--- config.mk ---
export PLATFORM = sky130hd
export DESIGN_NAME = btn_step_counter
export DESIGN_NICKNAME = d
export VERILOG_FILES = /design/src/rtl/counter_pkg.sv /design/src/rtl/debounce_channel.sv /design/src/rtl/btn_step_counter.sv
export SDC_FILE = /design/constraint.sdc
export NUM_CORES = 1
export LEC_CHECK = 0
export BUFFER_PORTS_ARGS = -buffer_cell sky130_fd_sc_hd__buf_2
export CORE_MARGIN = 4
export CORE_UTILIZATION = 50
export CTS_CLUSTER_DIAMETER = 60
export DETAILED_ROUTE_END_ITERATION = 10
export GPL_ROUTABILITY_DRIVEN = 1
export GPL_TIMING_DRIVEN = 0
export PLACE_DENSITY_LB_ADDON = 0.25
export SETUP_SLACK_MARGIN = 0.05
export SYNTH_ARGS = -nofsm -noshare
export SYNTH_HDL_FRONTEND = slang
export SYNTH_SLANG_ARGS = --single-unit
--- constraint.sdc ---
create_clock -name clk -period 2.91 [get_ports clk]
set_input_delay 0.582 -clock clk [delete_from_list [all_inputs] [get_ports clk]]
set_output_delay 0.582 -clock clk [all_outputs]
set_load 0.05 [all_outputs]
--- src/rtl/counter_pkg.sv ---
// counter_pkg: shared encodings and helpers for the button step counter
package counter_pkg;
  localparam logic [1:0] IDLE = 2'd0;
  localparam logic [1:0] HOLD = 2'd1;
  localparam logic [1:0] REPEAT = 2'd2;
  localparam logic DIR_UP = 1'b0;
  localparam logic DIR_DOWN = 1'b1;
  function automatic int clog2(input int v);
    int r;
    r = 1;
    for (int i = 1; i < 31; i++)
      if ((1 << i) < v) r = i + 1;
    return r;
  endfunction
endpackage

--- src/rtl/debounce_channel.sv ---
// debounce_channel: synchronise, normalise and debounce one raw push button
module debounce_channel
  import counter_pkg::*;
#(
  parameter int DEBOUNCE_CYCLES = 16,
  parameter bit ACTIVE_LOW = 1'b1
) (
  input  logic clk,
  input  logic rst_n,
  input  logic raw,
  output logic level,
  output logic press_evt
);
  localparam int CW = clog2(DEBOUNCE_CYCLES);
  logic s1, s2;
  logic [CW-1:0] cnt;
  // two-flop sync, then count disagreeing samples until the new level is accepted
  always_ff @(posedge clk or negedge rst_n) begin
    if (!rst_n) begin
      s1 <= 1'b0;
      s2 <= 1'b0;
      cnt <= '0;
      level <= 1'b0;
      press_evt <= 1'b0;
    end else begin
      s1 <= raw ^ ACTIVE_LOW;
      s2 <= s1;
      press_evt <= 1'b0;
      if (s2 == level) cnt <= '0;
      else if (cnt == CW'(DEBOUNCE_CYCLES - 1)) begin
        level <= s2;
        cnt <= '0;
        press_evt <= s2;
      end else cnt <= cnt + 1'b1;
    end
  end
endmodule

--- src/rtl/btn_step_counter.sv ---
// btn_step_counter: debounced inc/dec/clear buttons driving an up/down counter with auto-repeat
module btn_step_counter
  import counter_pkg::*;
#(
  parameter int WIDTH = 8,
  parameter int DEBOUNCE_CYCLES = 16,
  parameter int HOLD_CYCLES = 25000000,
  parameter int REPEAT_CYCLES = 5000000,
  parameter bit SATURATE = 1'b0,
  parameter bit BTN_ACTIVE_LOW = 1'b1
) (
  input  logic clk,
  input  logic rst_n,
  input  logic btn_inc,
  input  logic btn_dec,
  input  logic btn_clr,
  output logic [WIDTH-1:0] count,
  output logic wrap,
  output logic at_max,
  output logic at_min
);
  localparam int TW = clog2(((HOLD_CYCLES > REPEAT_CYCLES) ? HOLD_CYCLES : REPEAT_CYCLES) + 1);
  localparam logic [WIDTH-1:0] MAX = '1;
  logic inc_lvl, inc_evt, dec_lvl, dec_evt, clr_level_unused, clr_evt;
  logic [1:0] state;
  logic dir;
  logic [TW-1:0] timer;
  logic lat, oth, keep, done, tick, block, up, dn, roll;
  logic [WIDTH-1:0] count_nxt;
  debounce_channel #(.DEBOUNCE_CYCLES(DEBOUNCE_CYCLES), .ACTIVE_LOW(BTN_ACTIVE_LOW)) u_inc (
    .clk(clk), .rst_n(rst_n), .raw(btn_inc), .level(inc_lvl), .press_evt(inc_evt)
  );
  debounce_channel #(.DEBOUNCE_CYCLES(DEBOUNCE_CYCLES), .ACTIVE_LOW(BTN_ACTIVE_LOW)) u_dec (
    .clk(clk), .rst_n(rst_n), .raw(btn_dec), .level(dec_lvl), .press_evt(dec_evt)
  );
  debounce_channel #(.DEBOUNCE_CYCLES(DEBOUNCE_CYCLES), .ACTIVE_LOW(BTN_ACTIVE_LOW)) u_clr (
    .clk(clk), .rst_n(rst_n), .raw(btn_clr), .level(clr_level_unused), .press_evt(clr_evt)
  );
  // step arbitration: clear beats everything, both held blocks, then one inc or dec step
  always_comb begin
    lat = (dir == DIR_UP) ? inc_lvl : dec_lvl;
    oth = (dir == DIR_UP) ? dec_lvl : inc_lvl;
    keep = lat & ~oth;
    done = ((state == HOLD) && (timer == TW'(HOLD_CYCLES - 1))) ||
           ((state == REPEAT) && (timer == TW'(REPEAT_CYCLES - 1)));
    tick = keep & done;
    block = clr_evt | (inc_lvl & dec_lvl);
    up = ~block & (inc_evt | (tick & (dir == DIR_UP)));
    dn = ~block & (dec_evt | (tick & (dir == DIR_DOWN)));
    roll = !SATURATE && ((up && (count == MAX)) || (dn && (count == '0)));
    count_nxt = clr_evt ? '0 :
                (up && !(SATURATE && (count == MAX))) ? count + 1'b1 :
                (dn && !(SATURATE && (count == '0))) ? count - 1'b1 : count;
  end
  // repeat FSM: wait HOLD_CYCLES on a lone press, then tick every REPEAT_CYCLES
  always_ff @(posedge clk or negedge rst_n) begin
    if (!rst_n) begin
      state <= IDLE;
      dir <= DIR_UP;
      timer <= '0;
    end else if (block) begin
      state <= IDLE;
      timer <= '0;
    end else if (state == IDLE) begin
      if ((HOLD_CYCLES != 0) && (inc_evt || dec_evt)) begin
        state <= HOLD;
        timer <= '0;
        dir <= inc_evt ? DIR_UP : DIR_DOWN;
      end
    end else if (!keep) begin
      state <= IDLE;
      timer <= '0;
    end else if (done) begin
      state <= REPEAT;
      timer <= '0;
    end else timer <= timer + 1'b1;
  end
  // count register with registered rollover pulse and end-stop flags
  always_ff @(posedge clk or negedge rst_n) begin
    if (!rst_n) begin
      count <= '0;
      wrap <= 1'b0;
      at_max <= 1'b0;
      at_min <= 1'b1;
    end else begin
      count <= count_nxt;
      wrap <= roll;
      at_max <= &count_nxt;
      at_min <= ~|count_nxt;
    end
  end
endmodule

# Word level (Yosys, flattened, before mapping)
# Index checks and enable logic that the tools add are counted.
[word_totals]
mem_bits_ro = 0
input_bits = 5
ramBits = 0
latchBits = 0
ff_bits = 63
out_inout_bits = 11
elab_cells = 105
memories = 0
[op_classes]
n_lt_le_gt_ge = 0
n_eq_ne = 13
mux = 28
n_addsub = 6
n_div = 0
shift = 0
reduce_logical = 17
bitwise_logic = 19
n_mul = 0
[ops]
columns = ["op", "n"]
rows = [
  ["$mux 25", 5],
  ["$add 25x1->25 const B", 1],
  ["$eq 25x23->1 const B", 1],
  ["$eq 25x25->1 const B", 1],
  ["$mux 4", 6],
  ["$mux 8", 3],
  ["$add 4x1->4 const B", 3],
  ["$eq 4x4->1 const B", 3],
  ["$mux 2", 5],
  ["$mux 1", 9],
  ["$not 1->1", 9],
  ["$add 8x1->8 const B", 1],
  ["$eq 8x8->1 const B", 1],
  ["$logic_not 8->1", 1],
  ["$reduce_and 2->1", 4],
  ["$reduce_and 8->1", 1],
  ["$reduce_or 8->1", 1],
  ["$sub 8x1->8 const B", 1],
  ["$and 1x1->1", 7],
  ["$logic_and 1x1->1", 4],
  ["$ne 4x1->1 const B", 1],
  ["$eq 1x1->1", 3],
  ["$logic_or 1x1->1", 3],
  ["$ne 3x2->1 const B", 1],
  ["6 further kinds", 8],
]

# Depth between registers and ports, before layout
# Gate-level depths: netlist of the first run.
[logic_depth]
ltp_word = 12
depth_mapped = 9
depth_no_buf = 9

# Cells and area by module
# A second synthesis of the first run with hierarchy kept.
[hier_totals]
cells_unflattened = 322
hier_area_um2 = 3320.7
[by_module_without_submodules]
columns = ["mod", "area_per_inst_um2", "cells_each", "instances", "seq_area_each_um2"]
rows = [
  ["btn_step_counter", 2401.1, 259, 1, 977.2],
  ["debounce_channel", 306.5, 21, 3, 200.2],
]

# Worst setup path before layout of the first run
# No wires, ideal clock.
[synth_path]
path_kind = "register to register"
from = "register timer[0]"
to = "register at_max"
path_buffers = 0
required_time_ns = 2.815
arrival_ns = 2.377
path_stages_with_launch = 10
path_slack_ns = 0.438
period_less_slack_ns = 2.472
setup_ns = 0.095
path_cell_list = "dfrtp_1 -> ha_1 -> and4b_1 -> nand4_1 -> a211o_4 -> a21oi_4 -> a22oi_2 -> mux2_4 -> a221o_1 -> nor4b_2"
[synth_between]
elab_chain_len = 11
word_cells_on_any_way = 16
cone_classes = "eq/ne: 2; mux: 3; bitwise: 7; reduce/logical: 4"
[synth_rtl]
columns = ["element", "line", "text"]
rows = [
  ["from (decl)", "btn_step_counter.sv:27", "logic [TW-1:0] timer;"],
  ["from (signal assigned)", "btn_step_counter.sv:76", "end else timer <= timer + 1'b1;"],
  ["$eq 25x25->1 / $eq 25x23->1 (equally long branches)", "btn_step_counter.sv:44, btn_step_counter.sv:45", ""],
  ["$logic_and 1x1->1, on equally long branches", "btn_step_counter.sv:44, btn_step_counter.sv:45", ""],
  ["$logic_or 1x1->1 *", "btn_step_counter.sv:44", "done = ((state == HOLD) && (timer == TW'(HOLD_CYCLES - 1))) ||"],
  ["$and 1x1->1 *", "btn_step_counter.sv:46", "tick = keep & done;"],
  ["$and 1x1->1", "btn_step_counter.sv:49", "dn = ~block & (dec_evt | (tick & (dir == DIR_DOWN)));"],
  ["$or 1x1->1", "btn_step_counter.sv:49", ""],
  ["$and 1x1->1", "btn_step_counter.sv:49", ""],
  ["$mux 8", "btn_step_counter.sv:53", "(dn && !(SATURATE && (count == '0))) ? count - 1'b1 : count;"],
  ["$mux 8 *", "btn_step_counter.sv:52", "(up && !(SATURATE && (count == MAX))) ? count + 1'b1 :"],
  ["$mux 8 *", "btn_step_counter.sv:51", "count_nxt = clr_evt ? '0 :"],
  ["$reduce_and 8->1 *", "btn_step_counter.sv:88", "at_max <= &count_nxt;"],
  ["to (signal assigned)", "btn_step_counter.sv:88", ""],
  ["to (decl)", "btn_step_counter.sv:19", "output logic at_max,"],
]
# Mark *: on every way between the ends. The rest lies on a longest branch, timed or not.
# A chain may end at the register's enable or synchronous reset.

# Worst setup path after layout of the first run
[layout_path]
from = "register timer[1]"
to = "register at_max"
# The elaborated chain is that of the path after synthesis.

==> flow_metrics.py, run 1 <==
metrics = {
    "synth": {
        "syn-cell-area_sq_mm": 0.00325,
        "synth_top_area_cell": "dfrtp_1",
        "post-synth-top-area-fraction_pct": 47.7,
        "syn-instance-count": 329,
        "ys_ff_latch": 63,
        "synth_edf_count": 0,
        "synth-seq-area-share_pct": 48.6,
        "yosysMostFrequentCell": "dfrtp_1",
        "postSynthAreaPerCell_sq_um": 9.88,
        "synthTopCellsByArea": "dfrtp_1 48%, nor2_1 5.0%, xnor2_1 4.3%, ha_1 2.7%, o21ai_0 2.6%",
        "yosys_warnings": 0,
        "ys.flop_type": "dfrtp_1",
        "syn-num-nets": 341,
        "synth-async-reset-ratio_pct": 100,
        "synth.distinct_cells": 53,
        "synth_commonest_cells": "62 x dfrtp_1, 43 x nor2_1, 19 x nand2_1",
    },
    "die": {
        "start_util_pct": 51.5,
        "io_pins": 16,
        "die_width_um": 88.6,
        "rows": 29,
        "fp.coreArea_sq_mm": 0.00631,
        "fp.dieArea_sq_mm": 0.00785,
        "die_h_um": 88.6,
    },
    "detailed_routing": {
        "drt-pass1-iter-count": 5,
        "drtAntennaViolNets": 0,
        "drc": 0,
        "wire_per_inst_um": 14.9,
        "vias_per_cell": 5.80,
        "drtIter0Drc": 287,
        "routed-via-count": 2527,
        "wl_um": 6480,
    },
    "sta": {
        "min_period_ns": 2.73,
        "hold_viol": 0,
        "maxSlewHeadroom_pct": 49.1,
        "finalSetupViolCount": 0,
        "finalCritPeriodShare_pct": 93.9,
        "fin_worst_skew_ns": 0.00740,
        "fmax_mhz": 366,
        "worst_slack_ns": 0.177,
        "rsz0062_at_grt": "false",
        "tightest_slew_ns": 0.764,
        "tns_ns": 0,
        "maxSlewViolCount": 0,
    },
    "worst_setup_path": {
        "cp_cell_sequence": "ha_2 -> and4b_1 -> nand4_1 -> buf_4 -> a211o_4 -> a21oi_4 -> a22oi_2 -> mux2_4 -> a221o_1 -> nor4b_2",
        "crit_buf_inv": 1,
        "critPathMaxFanout": 6,
        "crit_path_top_delay_cell": "dfrtp_1",
        "r2r_cells": 10,
        "critical_path_arrival_ns": 2.97,
        "critPathRequiredTime_ns": 3.15,
        "cp_top_family": "compound AO/OA/AOI/OAI gates",
        "cp_num_cells": 10,
        "critPathMaxStageDelay_ns": 0.42,
        "critPathKind": "reg2reg",
        "critical_path.startpoint_type": "register",
        "crit_path_end_kind": "register",
    },
    "power_and_ir_drop": {
        "p_sw_share_pct": 21.9,
        "p_leak_nw": 1.64,
        "p_sw_mw": 0.352,
        "peakVddDrop_uv": 305,
        "clkPwrFrac_pct": 40.8,
        "seqPwrFrac_pct": 56.3,
        "p_comb_share_pct": 2.9,
        "powerDensity_mw_per_mm2": 444,
        "p_int_mw": 1.25,
    },
    "place": {
        "dpl_worst_slack_ns": 0.0552,
        "dp_hpwl_um": 4530,
        "place_inst": 421,
        "gp_congestion": 0.873,
        "io_buffers": 15,
    },
    "layout": {
        "diodes": 0,
        "instances_no_fill": 436,
        "syn_to_final_growth_pct": 11.3,
        "final_util_pct": 57.3,
        "fin_nets": 368,
        "drive_above_1_share_pct": 14.5,
    },
    "clock_tree": {
        "clkSlewWorstSetupHoldPaths_ns": 0.07,
        "cts_buffers": 9,
        "clkLatencyLatePin_ns": 0.33,
        "ctsLongestPathBuffers": 2,
        "cts_tree": "done",
        "htreeDepth": 3,
        "clock-root-buffer": "clkbuf_8",
        "clock_sinks": 63,
    },
    "outcome": {
        "status": "complete, no violations",
    },
    "grt": {
        "grt_pass1_wl_um": 11400,
        "antenna_found_initial": 0,
        "grt_usage_pct": 18.8,
        "gr-total-overflow": 0,
        "grt_pass1_vias": 2452,
        "grt_max_degree": 64,
    },
    "job": {
        "drv_cap": 0,
    },
    "hold_path": {
        "hold_class": "in2async",
    },
}
==> cells by family (layout without fill, tap and decap cells) <==
family,after synthesis,after routing,synth area share [%]
muxes,7,7,2.43
AOI/OAI and AO/OA,57,57,11.7
DFF,63,63,48.6
xor gates and xnor gates,24,24,6.47
buffers and inverters,26,56,3.08
and+or+nand+nor,145,145,25.0
adders and majority gates,7,7,2.70
==> power groups by stage <==
stage	clock [mW]	combinational, mW	sequential, mW
2_1_floorplan	0	0.0234	0.918
3_3_place_gp	0	0.0476	0.919
3_5_place_dp	0	0.0489	0.920
4_1_cts	0.678	0.0493	0.904
5_1_grt	0.722	0.0563	0.905
6_report	0.654	0.0469	0.904
==> flip-flops by register name (all words and copies together) (netlist names) <==
register and cells:
count 8, u_inc.press_evt 1, u_dec.level 1, u_clr.level 1
at_max 1, u_clr.s1 1, u_inc.cnt 4, u_dec.s1 1
u_clr.s2 1, u_dec.cnt 4, u_dec.s2 1, state 2
u_clr.press_evt 1, u_dec.press_evt 1, wrap 1, u_inc.level 1
at_min 1, u_inc.s1 1, timer 25, dir 1
u_inc.s2 1, u_clr.cnt 4
==> area by class of cell <==
cell class	instances	area, sq um
Timing Repair Buffer	16	85.1
Tap cell	77	96.3
Inverter	16	60.1
Clock inverter	1	5.00
Multi-Input combinational cell	240	1590
Fill cell	548	2700
Buffer	10	40.0
Clock buffer	13	159
Sequential cell	63	1580
==> path summary, 6_finish.rpt <==
check / startpoint / endpoint / slack (ns)
hold reg to reg: u_dec.s1 / u_dec.s2 / 0.35
hold / removal: rst_n / count[0] / 0.32
min in group clk: u_dec.s1 / u_dec.s2 / 0.35
max in group asynchronous: rst_n / timer[0] / 2.04
setup reg to reg: timer[1] / at_max / 0.18
setup / recovery: timer[1] / at_max / 0.18
==> layout by cell type (no fill, tap or decap), drive strengths merged, types with 2 or more instances in the layout <==
cell,count
buf,18
nor3,7
o21ai,19
and3,6
a211o,2
mux2,4
a31oi,4
xor2,8
a211oi,3
nor4,6
o21a,2
nand3,13
nor2,43
ha,7
o32ai,2
mux2i,3
nor3b,5
nor4b,3
xnor2,16
and4b,2
clkbuf,21
and4,6
nand2b,2
dfrtp,62
and2,3
nand4b,4
nand4,11
inv,16
nor2b,8
nand3b,3
o31ai,3
a21oi,14
nand2,19
==> timing repair <==
item,4_1_cts,5_1_grt
pin swaps,1,0
setup endpoints to repair,1,13
hold endpoints to repair,0,0
hold buffers,0,0
gates resized for setup,1,6
buffers inserted,0,1
==> per-layer routing <==
metal / global-route usage (%) / share of wire, % / vias up / wire, um
met3: 5.68 / 5.1 / 5 / 329
met1: 25.6 / 48 / 1237 / 3110
met2: 27.8 / 46 / 55 / 2990
li1: - / - / 1230 / -
met5: 0 / 0 / - / 0
met4: 7.83 / 0.82 / 0 / 53
==> metrics by stage <==
step	area, sq um	power (mW)	hold slack, ns
finish	3620	1.61	0.320
global route	3620	1.68	0.367
CTS	3590	1.63	0.349
detailed placement	3420	0.969	0.335
global placement	3420	0.966	0.335
floorplan	3250	0.941	0.286
No activity file was read; power rests on OpenSTA's default activity.
==> inputs of run 2 (changes only) <==
Settings changed: CORE_MARGIN 4 to 3.
==> flow_metrics.py, run 2 (synthesis results as in run 1) <==
metrics = {
    "outcome": {
        "status": "complete, no violations",
    },
    "sta": {
        "hold_viol": 0,
        "min_period_ns": 2.80,
        "tightest_slew_ns": 0.712,
        "maxSlewViolCount": 0,
        "finalCritPeriodShare_pct": 96.2,
        "fmax_mhz": 357,
        "finalSetupViolCount": 0,
        "maxSlewHeadroom_pct": 52.5,
        "tns_ns": 0,
        "rsz0062_at_grt": "true",
        "fin_worst_skew_ns": 0.00906,
    },
    "layout": {
        "fillers": 523,
        "diodes": 0,
        "drive_above_1_share_pct": 15.2,
        "fin_nets": 369,
        "final_cell_mix": "62 x dfrtp_1, 42 x nor2_1, 19 x nand2_1, 17 x buf_2, 17 x o21ai_0",
        "largest_register_ffs": 25,
        "final_util_pct": 60.4,
        "syn_to_final_growth_pct": 13.4,
        "top_regs": "timer: 25 flops, count: 8 flops",
        "layout_commonest_cell": "dfrtp_1",
        "top_register": "timer",
    },
    "worst_setup_path": {
        "cp_num_cells": 10,
        "reg2reg_to": "at_max",
        "cp_top_family": "compound AO/OA/AOI/OAI gates",
        "critPathRequiredTime_ns": 3.15,
        "r2r_cells": 10,
        "critPathMaxStageDelay_ns": 0.43,
        "critical_path_arrival_ns": 3.04,
        "crit_buf_inv": 1,
        "critPathKind": "reg2reg",
        "critPathMaxFanout": 6,
        "critical_path.startpoint_type": "register",
        "timing.rr.start": "timer[0]",
        "cp_cell_sequence": "ha_2 -> and4b_1 -> nand4_1 -> buf_4 -> a211o_4 -> a21oi_4 -> a22oi_2 -> mux2_4 -> a221o_1 -> nor4b_2",
        "crit_path_top_delay_cell": "dfrtp_1",
        "crit_path_end_kind": "register",
        "rrSetupSlack_ns": 0.11,
    },
    "power_and_ir_drop": {
        "p_leak_nw": 1.68,
        "peakVddDrop_uv": 434,
        "power_mw": 1.80,
        "seqPwrFrac_pct": 50.2,
        "p_sw_mw": 0.404,
        "p_sw_share_pct": 22.5,
        "p_int_mw": 1.39,
        "clkPwrFrac_pct": 47.0,
        "p_comb_share_pct": 2.8,
        "powerDensity_mw_per_mm2": 488,
    },
    "clock_tree": {
        "clkLatencyLatePin_ns": 0.34,
        "htreeDepth": 3,
        "hold_buffers": 0,
        "ctsLongestPathBuffers": 2,
        "clock_sinks": 63,
        "cts_buffers": 9,
        "clkSlewWorstSetupHoldPaths_ns": 0.08,
        "cts_tree": "done",
        "clock-root-buffer": "clkbuf_8",
    },
    "die": {
        "fp.dieArea_sq_mm": 0.00750,
        "die_width_um": 86.6,
        "io_pins": 16,
        "die_h_um": 86.6,
        "rows": 28,
        "start_util_pct": 53.3,
        "fp.coreArea_sq_mm": 0.00610,
    },
    "grt": {
        "grt_pass1_vias": 2460,
        "antenna_found_initial": 0,
        "gr-total-overflow": 0,
        "grt_pass1_wl_um": 11400,
        "grt_max_degree": 33,
        "grt_usage_pct": 19.2,
    },
    "place": {
        "gp_congestion": 0.849,
        "dp_hpwl_um": 4540,
        "io_buffers": 15,
    },
    "detailed_routing": {
        "vias_per_cell": 5.78,
        "drc": 0,
        "wire_per_inst_um": 14.7,
        "drtIter0Drc": 132,
        "drtAntennaViolNets": 0,
        "routed-via-count": 2524,
        "drt-pass1-iter-count": 4,
        "wl_um": 6420,
    },
    "job": {
        "drv_cap": 0,
    },
    "hold_path": {
        "hold_class": "in2async",
    },
}
-- run 2: how the worst max path moves through the flow --
stage	from	endpoint	slack, ns
2_1_floorplan	timer[0]	at_max	0.44
3_3_place_gp	timer[0]	at_min	-0.005
3_5_place_dp	timer[0]	at_min	0.04
4_1_cts	timer[0]	at_max	0.07
5_1_grt	timer[0]	at_max	-0.005
6_report	timer[0]	at_max	0.11
-- run 2: power groups by stage --
| stage | sequential [mW] | clock [mW] | combinational, mW |
|---|---|---|---|
| 2_1_floorplan | 0.918 | 0 | 0.0234 |
| 5_1_grt | 0.905 | 0.903 | 0.0590 |
| 3_3_place_gp | 0.919 | 0 | 0.0477 |
| 6_report | 0.903 | 0.845 | 0.0501 |
| 3_5_place_dp | 0.920 | 0 | 0.0517 |
| 4_1_cts | 0.903 | 0.867 | 0.0523 |
-- run 2: area by class of cell --
| cell class | instances | area, sq um | area share, % |
|---|---|---|---|
| Clock inverter | 7 | 96.3 | 2.61 |
| Multi-Input combinational cell | 240 | 1590 | 43.2 |
| Inverter | 16 | 60.1 | 1.63 |
| Buffer | 10 | 40.0 | 1.09 |
| Timing Repair Buffer | 17 | 103 | 2.78 |
| Sequential cell | 63 | 1580 | 42.8 |
| Tap cell | 75 | 93.8 | 2.55 |
| Clock buffer | 9 | 124 | 3.36 |
-- run 2: layer usage --
metal  part of all wire, %  global-route usage, %
met1                    47                   25.8
met5                     0                      0
met2                    46                   29.5
met3                   4.8                   3.61
met4                   2.6                   10.2
-- run 2: stage by stage --
| stage | instances | hold slack [ns] | worst slack (ns) | instance area [sq um] |
|---|---|---|---|---|
| after global placement | 419 | 0.333 | -0.00522 | 3420 |
| after floorplan | 329 | 0.286 | 0.438 | 3250 |
| after global routing | 437 | 0.343 | -0.00468 | 3680 |
| after CTS | 436 | 0.301 | 0.0671 | 3660 |
| final | 437 | 0.276 | 0.112 | 3680 |
| after detailed placement | 420 | 0.336 | 0.0358 | 3440 |
-- run 2: repair_timing --
| action | CTS | global route |
|---|---|---|
| pin swaps | 0 | 1 |
| gates resized for setup | 2 | 3 |
| hold endpoints to repair | 0 | 0 |
| buffers inserted | 0 | 1 |
| setup endpoints to repair | 2 | 12 |
==> inputs of run 3 (changes only) <==
Settings changed: PLACE_DENSITY set to 0.67, PLACE_DENSITY_LB_ADDON 0.25 to not set.
==> flow_metrics.py, run 3 (synthesis results as in run 1) <==
metrics = {
    "outcome": {
        "status": "complete, no violations",
    },
    "grt": {
        "antenna_found_initial": 0,
        "top_usage_layer": "met2",
        "grt_pass1_vias": 2340,
        "gr-total-overflow": 0,
        "grt_usage_pct": 19.1,
        "grt_util_met3_pct": 5.51,
        "grtUsageMet2_pct": 28.4,
        "grt_max_degree": 64,
        "grt_pass1_wl_um": 11100,
        "grt_use_met1_pct": 26.2,
    },
    "job": {
        "drv_cap": 0,
    },
    "worst_setup_path": {
        "cp_top_family": "compound AO/OA/AOI/OAI gates",
        "crit_path_top_delay_cell": "dfrtp_1",
        "critPathMaxStageDelay_ns": 0.44,
        "critical_path_arrival_ns": 2.92,
        "crit_buf_inv": 1,
        "cp_cell_sequence": "ha_4 -> and4b_1 -> nand4_1 -> buf_4 -> a211o_4 -> a21oi_4 -> a22oi_2 -> mux2_4 -> a221o_1 -> nor4b_2",
        "critPathKind": "reg2reg",
        "critPathMaxFanout": 6,
        "critPathRequiredTime_ns": 3.15,
        "crit_path_end_kind": "register",
        "critical_path.startpoint_type": "register",
    },
    "layout": {
        "drive_above_1_share_pct": 15.2,
        "diodes": 0,
        "final_cell_area_sq_mm": 0.00368,
        "instances_no_fill": 436,
        "layout_commonest_cell": "dfrtp_1",
        "final_util_pct": 60.4,
        "fin_nets": 368,
        "syn_to_final_growth_pct": 13.3,
        "top_register": "timer",
        "final_cell_mix": "61 x dfrtp_1, 43 x nor2_1, 19 x nand2_1, 17 x o21ai_0",
        "largest_register_ffs": 25,
        "top_regs": "timer: 25 flops, count: 8 flops",
    },
    "sta": {
        "whs_ns": 0.309,
        "fmax_mhz": 373,
        "tns_ns": 0,
        "finalCritPeriodShare_pct": 92.2,
        "tightest_slew_ns": 0.773,
        "min_period_ns": 2.68,
        "finalSetupViolCount": 0,
        "hold_viol": 0,
        "fin_worst_skew_ns": 0.00974,
        "maxSlewViolCount": 0,
        "maxSlewHeadroom_pct": 48.5,
        "worst_slack_ns": 0.228,
    },
    "clock_tree": {
        "clkSlewWorstSetupHoldPaths_ns": 0.07,
        "cts_tree": "done",
        "clock_sinks": 63,
        "hold_buffers": 0,
        "htreeDepth": 3,
        "ctsLongestPathBuffers": 2,
        "clock-root-buffer": "clkbuf_8",
        "cts_buffers": 9,
        "clkLatencyLatePin_ns": 0.34,
    },
    "power_and_ir_drop": {
        "p_sw_share_pct": 21.6,
        "powerDensity_mw_per_mm2": 490,
        "p_sw_mw": 0.390,
        "p_int_mw": 1.41,
        "p_leak_nw": 1.67,
        "p_comb_share_pct": 2.6,
        "power_mw": 1.80,
        "seqPwrFrac_pct": 50.1,
        "clkPwrFrac_pct": 47.3,
        "peakVddDrop_uv": 558,
    },
    "detailed_routing": {
        "drt-pass1-iter-count": 4,
        "wire_per_inst_um": 14.6,
        "routed-via-count": 2503,
        "wl_um": 6380,
        "vias_per_cell": 5.74,
        "drtAntennaViolNets": 0,
        "drc": 0,
        "drtIter0Drc": 124,
    },
    "place": {
        "place_inst": 419,
        "io_buffers": 15,
        "placed_area_sq_mm": 0.00342,
        "gp_congestion": 0.816,
        "dp_hpwl_um": 4420,
        "dpl_worst_slack_ns": 0.0489,
    },
    "die": {
        "die_h_um": 86.6,
        "fp.coreArea_sq_mm": 0.00610,
        "die_width_um": 86.6,
        "io_pins": 16,
        "start_util_pct": 53.3,
        "rows": 28,
        "fp.dieArea_sq_mm": 0.00750,
    },
    "hold_path": {
        "hold_class": "in2async",
    },
}
==> run 3: changes by cell type in the layout (fill, tap and decap cells not counted), sizes merged <==
cell / change
inv: -1
buf: -1
clkinvlp: +1
clkinv: -2
clkbuf: +2
==> run 3: power by group through the flow <==
stage / clock network, mW / registers, mW / logic (mW)
5_1_grt: 0.916 / 0.905 / 0.0555
4_1_cts: 0.878 / 0.903 / 0.0491
6_report: 0.853 / 0.903 / 0.0470
3_3_place_gp: 0 / 0.919 / 0.0479
2_1_floorplan: 0 / 0.918 / 0.0234
3_5_place_dp: 0 / 0.920 / 0.0485
==> run 3: cell type report <==
cell class	count	area, sq um
Clock buffer	11	141
Tap cell	75	93.8
Inverter	16	60.1
Multi-Input combinational cell	240	1600
Sequential cell	63	1580
Fill cell	524	2410
Clock inverter	5	81.3
Timing Repair Buffer	16	85.1
Buffer	10	41.3
==> run 3: worst paths after layout <==
check | start | end | slack [ns] | cells past startpoint
setup / recovery | timer[1] | at_max | 0.23 | 10
hold / removal | rst_n | count[2] | 0.31 | 1
setup reg to reg | timer[1] | at_max | 0.23 | 10
hold reg to reg | u_clr.s1 | u_clr.s2 | 0.36 | 0
max in group asynchronous | rst_n | timer[0] | 2.05 | 1
min in group clk | u_clr.s1 | u_clr.s2 | 0.36 | 0
==> run 3: worst register-to-register path: cells and delay by family, from the launching register on <==
| family | cells | cell delay [ns] |
|---|---|---|
| buf+inv | 1 | 0.18 |
| fa+ha+maj | 1 | 0.19 |
| compound gates | 4 | 0.94 |
| mux | 1 | 0.33 |
| simple gates | 3 | 0.51 |
| flops | 1 | 0.44 |
==> run 3: metal layers <==
metal	up-vias	routed length, um
li1	1232	-
met1	1209	3120
met2	52	2870
met3	10	299
met4	0	91
met5	-	0
==> run 3: timing repair <==
action,4_1_cts,5_1_grt
gates resized for setup,1,8
pin swaps,1,1
hold endpoints to repair,0,0
setup buffers,0,1
setup endpoints to repair,2,12
